**src/rtl/cpu_pkg.sv**
```systemverilog
// Shared definitions for the CPU front end.
// Holds the datapath widths, the fetch FSM state type, the reset PC and
// the position of the opcode field inside an instruction word.
package cpu_pkg;

    localparam int PC_WIDTH    = 9;
    localparam int INSTR_WIDTH = 16;
    localparam int BUS_WIDTH   = 8;

    localparam logic [PC_WIDTH-1:0] RESET_PC = '0;

    // Opcode occupies the top five bits of every instruction word.
    localparam int OPCODE_MSB = 15;
    localparam int OPCODE_LSB = 11;
    localparam int OPCODE_W   = OPCODE_MSB - OPCODE_LSB + 1;

    typedef enum logic [1:0] {
        IDLE = 2'd0,
        REQ  = 2'd1,
        WAIT = 2'd2
    } fetch_state_t;

    function automatic logic [OPCODE_W-1:0] opcode_of(input logic [INSTR_WIDTH-1:0] ir);
        return ir[OPCODE_MSB:OPCODE_LSB];
    endfunction

endpackage

```
**src/rtl/program_counter.sv**
```systemverilog
// Program counter register.
// Ports:
//   clk, rst_n : clock and synchronous active-low reset
//   load       : load pc from value (wins over inc)
//   inc        : increment pc, wrapping modulo 2^PC_WIDTH
//   value      : load value
//   pc         : current program counter
module program_counter
    import cpu_pkg::*;
#(
    parameter int                   PC_WIDTH = cpu_pkg::PC_WIDTH,
    parameter logic [PC_WIDTH-1:0]  RESET_PC = cpu_pkg::RESET_PC
) (
    input  logic                clk,
    input  logic                rst_n,
    input  logic                load,
    input  logic                inc,
    input  logic [PC_WIDTH-1:0] value,
    output logic [PC_WIDTH-1:0] pc
);

    always_ff @(posedge clk) begin
        if (!rst_n) begin
            pc <= RESET_PC;
        end else if (load) begin
            pc <= value;
        end else if (inc) begin
            // Natural overflow of the PC_WIDTH-bit add gives the wrap to 0.
            pc <= pc + 1'b1;
        end
    end

endmodule

```
**src/rtl/instruction_fetch_unit.sv**
```systemverilog
// Instruction fetch unit: owns PC and IR, reads words from the synchronous
// code memory and hands them to control_unit.
// Ports:
//   clk, rst_n          : clock, synchronous active-low reset
//   in_fetch_req        : request the next instruction (ignored while busy)
//   in_pc_load          : load PC from in_pc_value; aborts an in-flight fetch
//   in_pc_inc           : skip one word (ignored while busy)
//   in_pc_value         : PC load value
//   in_pc_enable_out    : drive PC[7:0] on out_bus
//   in_ir_enable_read   : drive IR[7:0] on out_bus (wins over PC)
//   in_code_data        : code memory read data
//   out_code_addr       : registered code memory address
//   out_code_rd_en      : one-cycle read strobe per fetch
//   out_ir, out_ir_valid: instruction register and its fresh flag
//   out_pc              : current PC
//   out_busy            : fetch in flight (REQ or WAIT)
//   out_bus, out_bus_valid : combinational shared-bus drive
//
// Handshake: a fetch is accepted on a rising edge where the unit is idle,
// in_fetch_req is high and in_pc_load is low. out_ir_valid rises
// MEM_LATENCY+1 cycles later and stays high until the next accepted fetch.
// MEM_LATENCY must lie in 1..4.
module instruction_fetch_unit
    import cpu_pkg::*;
#(
    parameter int                   PC_WIDTH    = cpu_pkg::PC_WIDTH,
    parameter int                   INSTR_WIDTH = cpu_pkg::INSTR_WIDTH,
    parameter int                   MEM_LATENCY = 1,
    parameter logic [PC_WIDTH-1:0]  RESET_PC    = cpu_pkg::RESET_PC
) (
    input  logic                   clk,
    input  logic                   rst_n,
    input  logic                   in_fetch_req,
    input  logic                   in_pc_load,
    input  logic                   in_pc_inc,
    input  logic [PC_WIDTH-1:0]    in_pc_value,
    input  logic                   in_pc_enable_out,
    input  logic                   in_ir_enable_read,
    input  logic [INSTR_WIDTH-1:0] in_code_data,
    output logic [PC_WIDTH-1:0]    out_code_addr,
    output logic                   out_code_rd_en,
    output logic [INSTR_WIDTH-1:0] out_ir,
    output logic                   out_ir_valid,
    output logic [PC_WIDTH-1:0]    out_pc,
    output logic                   out_busy,
    output logic [BUS_WIDTH-1:0]   out_bus,
    output logic                   out_bus_valid
);

    localparam logic [2:0] LAT = 3'(MEM_LATENCY);

    fetch_state_t              state_q, state_d;
    logic [2:0]                cnt_q, cnt_d;
    logic [PC_WIDTH-1:0]       addr_q, addr_d;
    logic                      rd_en_q, rd_en_d;
    logic [INSTR_WIDTH-1:0]    ir_q, ir_d;
    logic                      valid_q, valid_d;
    logic                      pc_ld, pc_in;
    logic [PC_WIDTH-1:0]       pc;

    program_counter #(
        .PC_WIDTH (PC_WIDTH),
        .RESET_PC (RESET_PC)
    ) u_pc (
        .clk   (clk),
        .rst_n (rst_n),
        .load  (pc_ld),
        .inc   (pc_in),
        .value (in_pc_value),
        .pc    (pc)
    );

    always_ff @(posedge clk) begin
        if (!rst_n) begin
            state_q <= IDLE;
            cnt_q   <= '0;
            addr_q  <= RESET_PC;
            rd_en_q <= 1'b0;
            ir_q    <= '0;
            valid_q <= 1'b0;
        end else begin
            state_q <= state_d;
            cnt_q   <= cnt_d;
            addr_q  <= addr_d;
            rd_en_q <= rd_en_d;
            ir_q    <= ir_d;
            valid_q <= valid_d;
        end
    end

    always_comb begin
        state_d = state_q;
        cnt_d   = cnt_q;
        addr_d  = addr_q;
        rd_en_d = 1'b0;
        ir_d    = ir_q;
        valid_d = valid_q;
        pc_ld   = 1'b0;
        pc_in   = 1'b0;

        case (state_q)
            IDLE: begin
                // A load in the same cycle as a request takes priority and
                // the request is dropped; control_unit re-issues it.
                if (in_pc_load) begin
                    pc_ld = 1'b1;
                end else if (in_fetch_req) begin
                    valid_d = 1'b0;
                    addr_d  = pc;
                    rd_en_d = 1'b1;
                    cnt_d   = LAT;
                    state_d = REQ;
                end else if (in_pc_inc) begin
                    pc_in = 1'b1;
                end
            end
            REQ: begin
                if (in_pc_load) begin
                    pc_ld   = 1'b1;
                    cnt_d   = '0;
                    state_d = IDLE;
                end else begin
                    cnt_d   = cnt_q - 3'd1;
                    state_d = WAIT;
                end
            end
            WAIT: begin
                // Abort beats capture: the response is simply never latched.
                if (in_pc_load) begin
                    pc_ld   = 1'b1;
                    cnt_d   = '0;
                    state_d = IDLE;
                end else if (cnt_q == 3'd0) begin
                    ir_d    = in_code_data;
                    valid_d = 1'b1;
                    pc_in   = 1'b1;
                    state_d = IDLE;
                end else begin
                    cnt_d = cnt_q - 3'd1;
                end
            end
            default: begin
                state_d = IDLE;
                cnt_d   = '0;
            end
        endcase
    end

    assign out_code_addr = addr_q;
    assign out_code_rd_en = rd_en_q;
    assign out_ir        = ir_q;
    assign out_ir_valid  = valid_q;
    assign out_pc        = pc;
    assign out_busy      = (state_q != IDLE);

    always_comb begin
        out_bus = '0;
        if (in_ir_enable_read) begin
            out_bus = ir_q[BUS_WIDTH-1:0];
        end else if (in_pc_enable_out) begin
            out_bus = pc[BUS_WIDTH-1:0];
        end
    end

    assign out_bus_valid = in_ir_enable_read | in_pc_enable_out;

endmodule

```
**config.mk**
```make
export PLATFORM = sky130hd
export DESIGN_NAME = instruction_fetch_unit
export DESIGN_NICKNAME = d
export VERILOG_FILES = /design/src/rtl/cpu_pkg.sv /design/src/rtl/program_counter.sv /design/src/rtl/instruction_fetch_unit.sv
export SDC_FILE = /design/constraint.sdc
export NUM_CORES = 1
export LEC_CHECK = 0
export ABC_AREA = 1
export CORE_MARGIN = 1.5
export CORE_UTILIZATION = 44
export CTS_CLUSTER_SIZE = 12
export DETAILED_ROUTE_END_ITERATION = 10
export PLACE_DENSITY = 0.88
export RECOVER_POWER = 25
export SYNTH_ARGS = -nofsm -noshare
export SYNTH_HDL_FRONTEND = slang
export SYNTH_SLANG_ARGS = --single-unit
```
**constraint.sdc**
```tcl
create_clock -name clk -period 1.5 [get_ports clk]
set_input_delay 0.3 -clock clk [delete_from_list [all_inputs] [get_ports clk]]
set_output_delay 0.3 -clock clk [all_outputs]
set_load 0.01 [all_outputs]
```
==> impl_metrics.json, run 1 <==
{
  "cts.clk_slew.worst_paths_ns": 0.09,
  "hold_path.class": "flip-flop to flip-flop",
  "worst-path-stages": 1,
  "drive_gt1_frac": 0.182,
  "preCtsSetupSlack_ns": -0.478,
  "worst_path_max_delay_cell": "clkdlybuf4s50_1",
  "synthFlopType": "dfxtp_1",
  "cts_buffer_depth": 2,
  "cp_top_family": "buffers and inverters",
  "fmax_mhz": 681,
  "r2r-end": "u_pc.pc[3]",
  "critPathKind": "flip-flop to output pin",
  "syn_area_sq_um": 2060,
  "syn_nets": 349,
  "grt_pass1_vias": 2204,
  "fin_ws_ns": 0.0325,
  "dp_hpwl_um": 4390,
  "cts_tree": "done",
  "crit_end": "out_ir_valid",
  "regToRegSetupSlack_ns": 0.07,
  "path_cells": "clkdlybuf4s50_1",
  "synth-warning-count": 0,
  "relSlewSlack": 0.808,
  "route.detailed.drc": 5,
  "wl_um": 6350,
  "htreeDepth": 2,
  "fillers": 356,
  "dpl_cell_area_sq_um": 3110,
  "ir_drop_uv": 704,
  "n_antenna_cell": 0,
  "root_buffer": "clkbuf_8",
  "start_util": 0.465,
  "nNetsFinal": 455,
  "status": "finished, violations left",
  "max_cap_viol_count": 0,
  "worstPathArrival_ns": 1.17,
  "cellPowerDensity_nw_per_um2": 1020,
  "skew_ns": 0.00818,
  "hold_viol": 0,
  "clock_sinks": 41,
  "synth_common_cells": "80 x nand2_1, 57 x nor2_1, 41 x dfxtp_1",
  "grt.overflow.total": 0,
  "ant_nets": 0,
  "dieArea_sq_um": 5110,
  "start_kind": "flip-flop",
  "p_total_mw": 3.37,
  "tightestPinTransition_ns": 0.287,
  "cpPeakStageDelay_ns": 0.53,
  "crit_path_start": "out_ir_valid",
  "numCtsBuffers": 5,
  "leakage_nw": 1.54,
  "grt_max_degree": 24,
  "syn_to_final_growth_pct": 59.0,
  "dr.first_iter.drc_count": 159,
  "cts.hold.buffers_added": 0,
  "synth_async_sr_flop_share": 0,
  "wl_per_cell_um": 13.5,
  "critPathMaxFanout": 2,
  "synth.most_common_cell": "nand2_1",
  "io_pins": 78,
  "antenna_found_initial": 0,
  "synth-seq-cells": 41,
  "via_per_inst": 5.11,
  "synth_cell_types": 21,
  "gp_congestion": 0.810,
  "grt_usage": 0.239,
  "cp.required_ns": 1.20,
  "port_buffers": 77,
  "grt_pass1_wl_um": 9670,
  "setup_viol": 0,
  "rr_startpoint": "cnt_q[1]",
  "fin_hold_ws_ns": 0.484,
  "reg2reg_depth": 8,
  "dr.pass1.iters": 7,
  "vias": 2395,
  "violations": "DRC",
  "synth.avg_cell_area_sq_um": 6.66,
  "clock_latency_ns": 0.30,
  "synth_top_area_cell": "dfxtp_1",
  "rsz0062_at_grt": "no",
  "die_w_um": 71.5,
  "cp-end-kind": "output pin",
  "synth_edf_count": 0,
  "synth_area_leaders": "dfxtp_1 40%, nand2_1 15%, nor2_1 10%, o21ai_0 7.0%, nand3_1 6.3%",
  "num_rows": 24,
  "die_h_um": 71.5,
  "fin_crit_ns": 1.47,
  "crit_buf_inv": 1,
  "maxSlewViolCount": 0,
  "synthCells": 310,
  "post-route-cell-area_sq_um": 3280,
  "ys_seq_area_frac": 0.398,
  "yosysTopAreaCellShare": 0.398,
  "core_area_sq_um": 4440,
  "fin_crit_sh": 0.978
}
==> timing repair <==
action	in CTS	in global routing
resized for setup	51	36
hold endpoints to repair	0	0
gates cloned	0	1
buffers inserted	2	0
pin swaps	0	3
setup endpoints to repair	31	44
==> layout by cell type (no fill, tap or decap), types with 2 or more instances in the layout <==
cell type,netlist,layout
bufinv_16,0,2
clkbuf_2,0,2
a21oi_2,3,3
buf_2,2,2
nand2_2,2,3
nand3_1,26,26
o21ai_0,29,25
inv_1,26,22
dlygate4sd2_1,0,22
dfxtp_1,41,35
ha_2,0,2
inv_4,1,2
clkdlybuf4s25_1,0,15
ha_1,7,5
nand2_1,80,79
clkbuf_8,0,5
inv_2,2,5
clkdlybuf4s15_2,0,2
clkdlybuf4s50_1,0,33
o21ai_1,1,5
nor2_1,57,53
dfxtp_2,0,5
nor2_4,0,3
a21oi_1,16,16
buf_12,0,4
nand4_1,3,3
or2_2,2,2
buf_4,0,27
==> worst reg2reg max path, cell delays in order (launching register included) <==
cell and delay, ns:
dfxtp_1 0.34, inv_1 0.07, ha_1 0.17, nand2_1 0.13, inv_2 0.08, nand2_4 0.12, nand3_4 0.14, o21ai_0 0.20
nor2_1 0.06
==> routing by layer <==
layer  up-vias  track usage  wire length, um
li1       1202            -                -
met1      1095        0.261             2500
met2        86        0.460             3470
met3        12       0.0577              298
met4         0       0.0608               75
met5         -            0                0
==> flip-flops by register name, indices dropped and copies added (netlist names) <==
| register | flops |
|---|---|
| cnt_q | 3 |
| out_code_addr | 9 |
| out_code_rd_en | 1 |
| out_ir | 16 |
| out_ir_valid | 1 |
| state_q | 2 |
| u_pc.pc | 9 |
==> power breakdown <==
group	switching (mW)	internal, mW	leakage (nW)
logic	0.538	0.481	1.14
clock network	0.416	0.661	0.0681
registers	0.0709	1.20	0.338
==> cell type report <==
type	instances	area, sq um	area share
multi-input combinational	231	1130	0.344
timing repair buffer	108	1010	0.308
sequential	41	831	0.253
inverter	29	114	0.0347
clock buffer	5	68.8	0.0210
clock inverter	3	65.1	0.0198
tap	52	65.1	0.0198
==> worst min path at each step <==
stage | startpoint | endpoint | slack, ns | cells after the start
2_1_floorplan | rst_n | out_code_addr[0] | 0.44 | 2
3_3_place_gp | out_code_addr[2] | out_code_addr[2] | 0.45 | 2
3_5_place_dp | out_ir_valid | out_ir_valid | 0.46 | 2
4_1_cts | out_code_addr[2] | out_code_addr[2] | 0.48 | 2
5_1_grt | out_ir_valid | out_ir_valid | 0.49 | 2
6_report | out_ir_valid | out_ir_valid | 0.48 | 2
==> stage by stage <==
| step | instances | setup TNS (ns) | util |
|---|---|---|---|
| 5_1_grt | 469 | 0 | 0.739 |
| 4_1_cts | 468 | 0 | 0.730 |
| 3_3_place_gp | 458 | -7.92 | 0.700 |
| 6_report | 469 | 0 | 0.739 |
| 3_5_place_dp | 458 | -9.89 | 0.700 |
| 2_1_floorplan | 310 | 0 | - |
==> cell families after synthesis <==
logic type,synth area share
adder cells (fa/ha/maj),0.0424
buffers and inverters,0.0806
flip-flops,0.398
AND/OR/NAND/NOR,0.355
AO/OA/AOI/OAI,0.124
Power figures use the tool's default switching activity.
==> run 2, diff against run 1 <==
--- a/config.mk
+++ b/config.mk
@@ -10,7 +10,7 @@
 export CORE_UTILIZATION = 44
 export CTS_CLUSTER_SIZE = 12
 export DETAILED_ROUTE_END_ITERATION = 10
-export PLACE_DENSITY = 0.88
+export PLACE_DENSITY_LB_ADDON = 0.08
 export RECOVER_POWER = 25
 export SYNTH_ARGS = -nofsm -noshare
 export SYNTH_HDL_FRONTEND = slang
==> run 2 against run 1 <==
- the run still ends with DRC left
- critical path type unchanged
- worst setup slack worse by 0.0071 ns
- clock power barely moved
- largest power group unchanged
- final cell count rose by 0.21%
- utilization grew 1.1 points
==> impl_metrics.json, run 2 (same netlist as run 1, synthesis figures left out) <==
{
  "holdPathStages": 2,
  "fmax_mhz": 678,
  "ir_drop_uv": 725,
  "grt_usage": 0.229,
  "worst_path_max_delay_cell": "clkdlybuf4s50_1",
  "worstPathArrival_ns": 1.17,
  "hold-path-endpoint": "out_code_addr[2]",
  "dr.pass1.iters": 7,
  "tightestPinTransition_ns": 0.266,
  "drive_gt1_frac": 0.177,
  "path_cells": "clkdlybuf4s50_1",
  "dp.cells": 460,
  "n_antenna_cell": 0,
  "gp_congestion": 0.841,
  "grt.overflow.total": 0,
  "grt_pass1_wl_um": 9350,
  "fin_ws_ns": 0.0254,
  "cts.clk_slew.worst_paths_ns": 0.09,
  "hold_viol": 0,
  "start_kind": "flip-flop",
  "fillers": 369,
  "status": "finished, violations left",
  "post_cts_buffers": 0,
  "clock_latency_ns": 0.29,
  "leakage_nw": 1.57,
  "ant_nets": 0,
  "num_rows": 24,
  "cpPeakStageDelay_ns": 0.54,
  "clock_sinks": 41,
  "final_common_cell": "nand2_1",
  "fin_crit_ns": 1.47,
  "worstHoldStart": "out_code_addr[2]",
  "cts_buffer_depth": 2,
  "numCtsBuffers": 5,
  "r2r-end": "u_pc.pc[1]",
  "multi_input_area_sq_um": 1140,
  "dieArea_sq_um": 5110,
  "core_area_sq_um": 4440,
  "skew_ns": 0.00630,
  "rsz0062_at_grt": "yes",
  "critPathMaxFanout": 2,
  "fin_crit_sh": 0.983,
  "io_pins": 78,
  "regToRegSetupSlack_ns": 0.06,
  "cts_tree": "done",
  "wl_um": 5990,
  "p_total_mw": 3.40,
  "via_per_inst": 4.97,
  "start_util": 0.465,
  "die_w_um": 71.5,
  "largest_reg_flops": 16,
  "die_h_um": 71.5,
  "post-route-cell-area_sq_um": 3330,
  "cp.required_ns": 1.20,
  "preCtsSetupSlack_ns": -0.493,
  "max_cap_viol_count": 0,
  "setup_viol": 0,
  "cp_top_family": "buffers and inverters",
  "grt_pass1_vias": 2144,
  "reg2reg_depth": 9,
  "cts.hold.buffers_added": 0,
  "wl_per_cell_um": 12.7,
  "cellPowerDensity_nw_per_um2": 1020,
  "fin_cells": 470,
  "dr.first_iter.drc_count": 146,
  "dpl_cell_area_sq_um": 3150,
  "dp_hpwl_um": 4210,
  "fin_util": 0.750,
  "critPathKind": "flip-flop to output pin",
  "nNetsFinal": 456,
  "maxSlewViolCount": 0,
  "syn_to_final_growth_pct": 61.4,
  "regArea_sq_um": 830,
  "root_buffer": "clkbuf_8",
  "tns_ns": 0,
  "fin_hold_ws_ns": 0.470,
  "grt_max_degree": 36,
  "port_buffers": 77,
  "antenna_found_initial": 0,
  "htreeDepth": 2,
  "hold_path.class": "flip-flop to flip-flop",
  "vias": 2337,
  "relSlewSlack": 0.823,
  "violations": "DRC",
  "route.detailed.drc": 4,
  "rr_startpoint": "state_q[1]",
  "final_cell_mix": "79 x nand2_1, 52 x nor2_1, 37 x clkdlybuf4s50_1",
  "crit_buf_inv": 1,
  "cp-end-kind": "output pin"
}
## run 2: power breakdown
part	leakage [nW]	switching, mW	total (mW)	internal [mW]
Combinational	1.16	0.536	1.04	0.506
Sequential	0.338	0.0686	1.27	1.20
Clock	0.0687	0.418	1.09	0.670
Total	1.57	1.02	3.40	2.38
## run 2: how the worst max path moves through the flow
stage / start / to / slack [ns] / cells past startpoint
6_report: out_ir[14] / out_ir[14] / 0.03 / 1
5_1_grt: state_q[0] / u_pc.pc[2] / -0.05 / 9
4_1_cts: state_q[1] / u_pc.pc[1] / 0.002 / 9
3_5_place_dp: in_pc_enable_out / out_bus_valid / -0.49 / 3
3_3_place_gp: in_ir_enable_read / out_bus[7] / -0.46 / 5
2_1_floorplan: state_q[0] / u_pc.pc[1] / 0.06 / 9
## run 2: per-layer routing
metal  GRT usage  share of wire  up-vias
li1            -              -     1205
met1       0.268           0.43     1059
met2       0.416           0.51       66
met3      0.0506          0.052        7
met4      0.0713         0.0069        0
met5           0              0        -
## run 2: final cells by class
class / instances / area share
Clock inverter: 3 / 0.0207
Tap cell: 52 / 0.0195
Clock buffer: 5 / 0.0207
Timing Repair Buffer: 108 / 0.315
Multi-Input combinational cell: 232 / 0.342
Sequential cell: 41 / 0.249
Inverter: 29 / 0.0334
## run 2: timing repair
| action | in CTS | in global routing |
|---|---|---|
| pin swaps | 0 | 2 |
| setup endpoints to repair | 31 | 41 |
| gates cloned | 0 | 2 |
| gates resized for setup | 46 | 30 |
==> run 3, diff against run 2 <==
--- a/config.mk
+++ b/config.mk
@@ -6,7 +6,7 @@
 export NUM_CORES = 1
 export LEC_CHECK = 0
 export ABC_AREA = 1
-export CORE_MARGIN = 1.5
+export CORE_MARGIN = 2
 export CORE_UTILIZATION = 44
 export CTS_CLUSTER_SIZE = 12
 export DETAILED_ROUTE_END_ITERATION = 10
==> run 3 against run 2 <==
- the run now ends clean
- sequential share of layout area is 0.54 points higher
- design area decreased by 2.1%
- largest power group unchanged
- worst setup slack better by 0.010 ns
- sequential cell count is the same
- power is 7.4% lower
==> impl_metrics.json, run 3 (same netlist as run 1, synthesis figures left out) <==
{
  "dp_hpwl_um": 4150,
  "critPathMaxFanout": 2,
  "p_comb_frac": 0.311,
  "grt_pass1_wl_um": 9610,
  "core_area_sq_um": 4440,
  "hold_viol": 0,
  "start_kind": "flip-flop",
  "ir_drop_uv": 554,
  "busiest_layer": "met2",
  "critPathKind": "flip-flop to output pin",
  "port_buffers": 77,
  "reg2reg_depth": 9,
  "largest_reg_flops": 16,
  "dr.first_iter.drc_count": 152,
  "setup_viol": 0,
  "hold-path-endpoint": "out_code_addr[2]",
  "maxSlewViolCount": 0,
  "fin_cells": 469,
  "fmax_mhz": 683,
  "skew_ns": 0.00764,
  "tightestPinTransition_ns": 0.231,
  "start_util": 0.465,
  "clock_latency_ns": 0.30,
  "rsz0062_at_grt": "yes",
  "cp-end-kind": "output pin",
  "multi_input_area_sq_um": 1110,
  "grt_usage": 0.229,
  "cts_buffer_depth": 2,
  "use_met1": 0.266,
  "r2r-end": "u_pc.pc[2]",
  "cellPowerDensity_nw_per_um2": 965,
  "final_common_cell": "nand2_1",
  "grt_max_degree": 36,
  "holdPathStages": 2,
  "numCtsBuffers": 5,
  "wl_um": 5790,
  "cpPeakStageDelay_ns": 0.54,
  "final_cell_mix": "79 x nand2_1, 54 x nor2_1, 36 x dfxtp_1",
  "preCtsSetupSlack_ns": -0.503,
  "met3_usage": 0.0472,
  "clock_sinks": 41,
  "root_buffer": "clkbuf_8",
  "rr_startpoint": "state_q[0]",
  "internal_power_mw": 2.17,
  "n_antenna_cell": 0,
  "dieArea_sq_um": 5260,
  "tns_ns": 0,
  "wl_per_cell_um": 12.3,
  "seqPwrFrac": 0.402,
  "vias": 2326,
  "num_rows": 24,
  "nNetsFinal": 455,
  "path_cells": "clkdlybuf4s50_1",
  "cts_tree": "done",
  "fin_crit_ns": 1.46,
  "dp.cells": 458,
  "worstHoldStart": "out_code_addr[2]",
  "grt.overflow.total": 0,
  "ant_nets": 0,
  "antenna_found_initial": 0,
  "drive_gt1_frac": 0.165,
  "dr.pass1.iters": 4,
  "grt_pass1_vias": 2213,
  "p_clk_frac": 0.287,
  "cp_top_family": "buffers and inverters",
  "io_pins": 78,
  "cts.hold.buffers_added": 0,
  "fin_util": 0.734,
  "leakage_nw": 1.54,
  "crit_buf_inv": 1,
  "p_sw_frac": 0.310,
  "regArea_sq_um": 830,
  "die_w_um": 72.5,
  "p_switching_mw": 0.976,
  "max_cap_viol_count": 0,
  "worstPathArrival_ns": 1.16,
  "cts.clk_slew.worst_paths_ns": 0.08,
  "fin_ws_ns": 0.0358,
  "via_per_inst": 4.96,
  "cp.required_ns": 1.20,
  "htreeDepth": 2,
  "use_met2": 0.416,
  "worst_path_max_delay_cell": "clkdlybuf4s50_1",
  "fin_crit_sh": 0.976,
  "die_h_um": 72.5,
  "fillers": 378,
  "route.detailed.drc": 0,
  "relSlewSlack": 0.846,
  "gp_congestion": 0.825,
  "syn_to_final_growth_pct": 57.9,
  "hold_path.class": "flip-flop to flip-flop",
  "regToRegSetupSlack_ns": 0.09,
  "status": "finished, final reports clean"
}
## run 3: cell type report
| class | instances | share of cell area |
|---|---|---|
| clock buffer | 5 | 0.0211 |
| clock inverter | 3 | 0.0142 |
| inverter | 29 | 0.0349 |
| multi-input combinational | 230 | 0.340 |
| sequential | 41 | 0.254 |
| tap | 52 | 0.0200 |
| timing repair buffer | 109 | 0.316 |
## run 3: worst max-delay path by stage
stage / start / end / slack (ns) / cells after the start
after floorplan: state_q[0] / u_pc.pc[1] / 0.06 / 9
after global placement: in_ir_enable_read / out_bus[7] / -0.47 / 5
after detailed placement: in_ir_enable_read / out_bus[0] / -0.50 / 5
after CTS: out_ir[14] / out_ir[14] / 0.0005 / 1
after global routing: state_q[0] / u_pc.pc[2] / -0.03 / 9
final: out_code_addr[8] / out_code_addr[8] / 0.04 / 1
## run 3: through the flow
step                      power (mW)  cell area, sq um  hold WS, ns
after floorplan                 1.76              2060        0.438
after global placement          2.27              3110        0.454
after detailed placement        2.29              3110        0.457
after CTS                       3.16              3230        0.472
after global routing            3.35              3260        0.502
final                           3.15              3260        0.471
## run 3: routing by layer
metal	part of all wire	up-vias	wire [um]
met3	0.049	13	284
li1	-	1200	-
met2	0.52	55	2980
met5	0	-	0
met1	0.41	1058	2380
met4	0.023	0	136
## run 3: power groups by stage
stage / registers [mW] / logic, mW / clock network [mW]
global route: 1.28 / 1.09 / 0.987
CTS: 1.27 / 0.969 / 0.930
global placement: 1.29 / 0.981 / 0
floorplan: 1.33 / 0.431 / 0
detailed placement: 1.29 / 0.996 / 0
finish: 1.27 / 0.979 / 0.904
## run 3: timing repair
| action | CTS | global route |
|---|---|---|
| gates resized for setup | 44 | 32 |
| setup buffers | 3 | 0 |
| setup endpoints to repair | 27 | 35 |
| pin swaps | 0 | 1 |
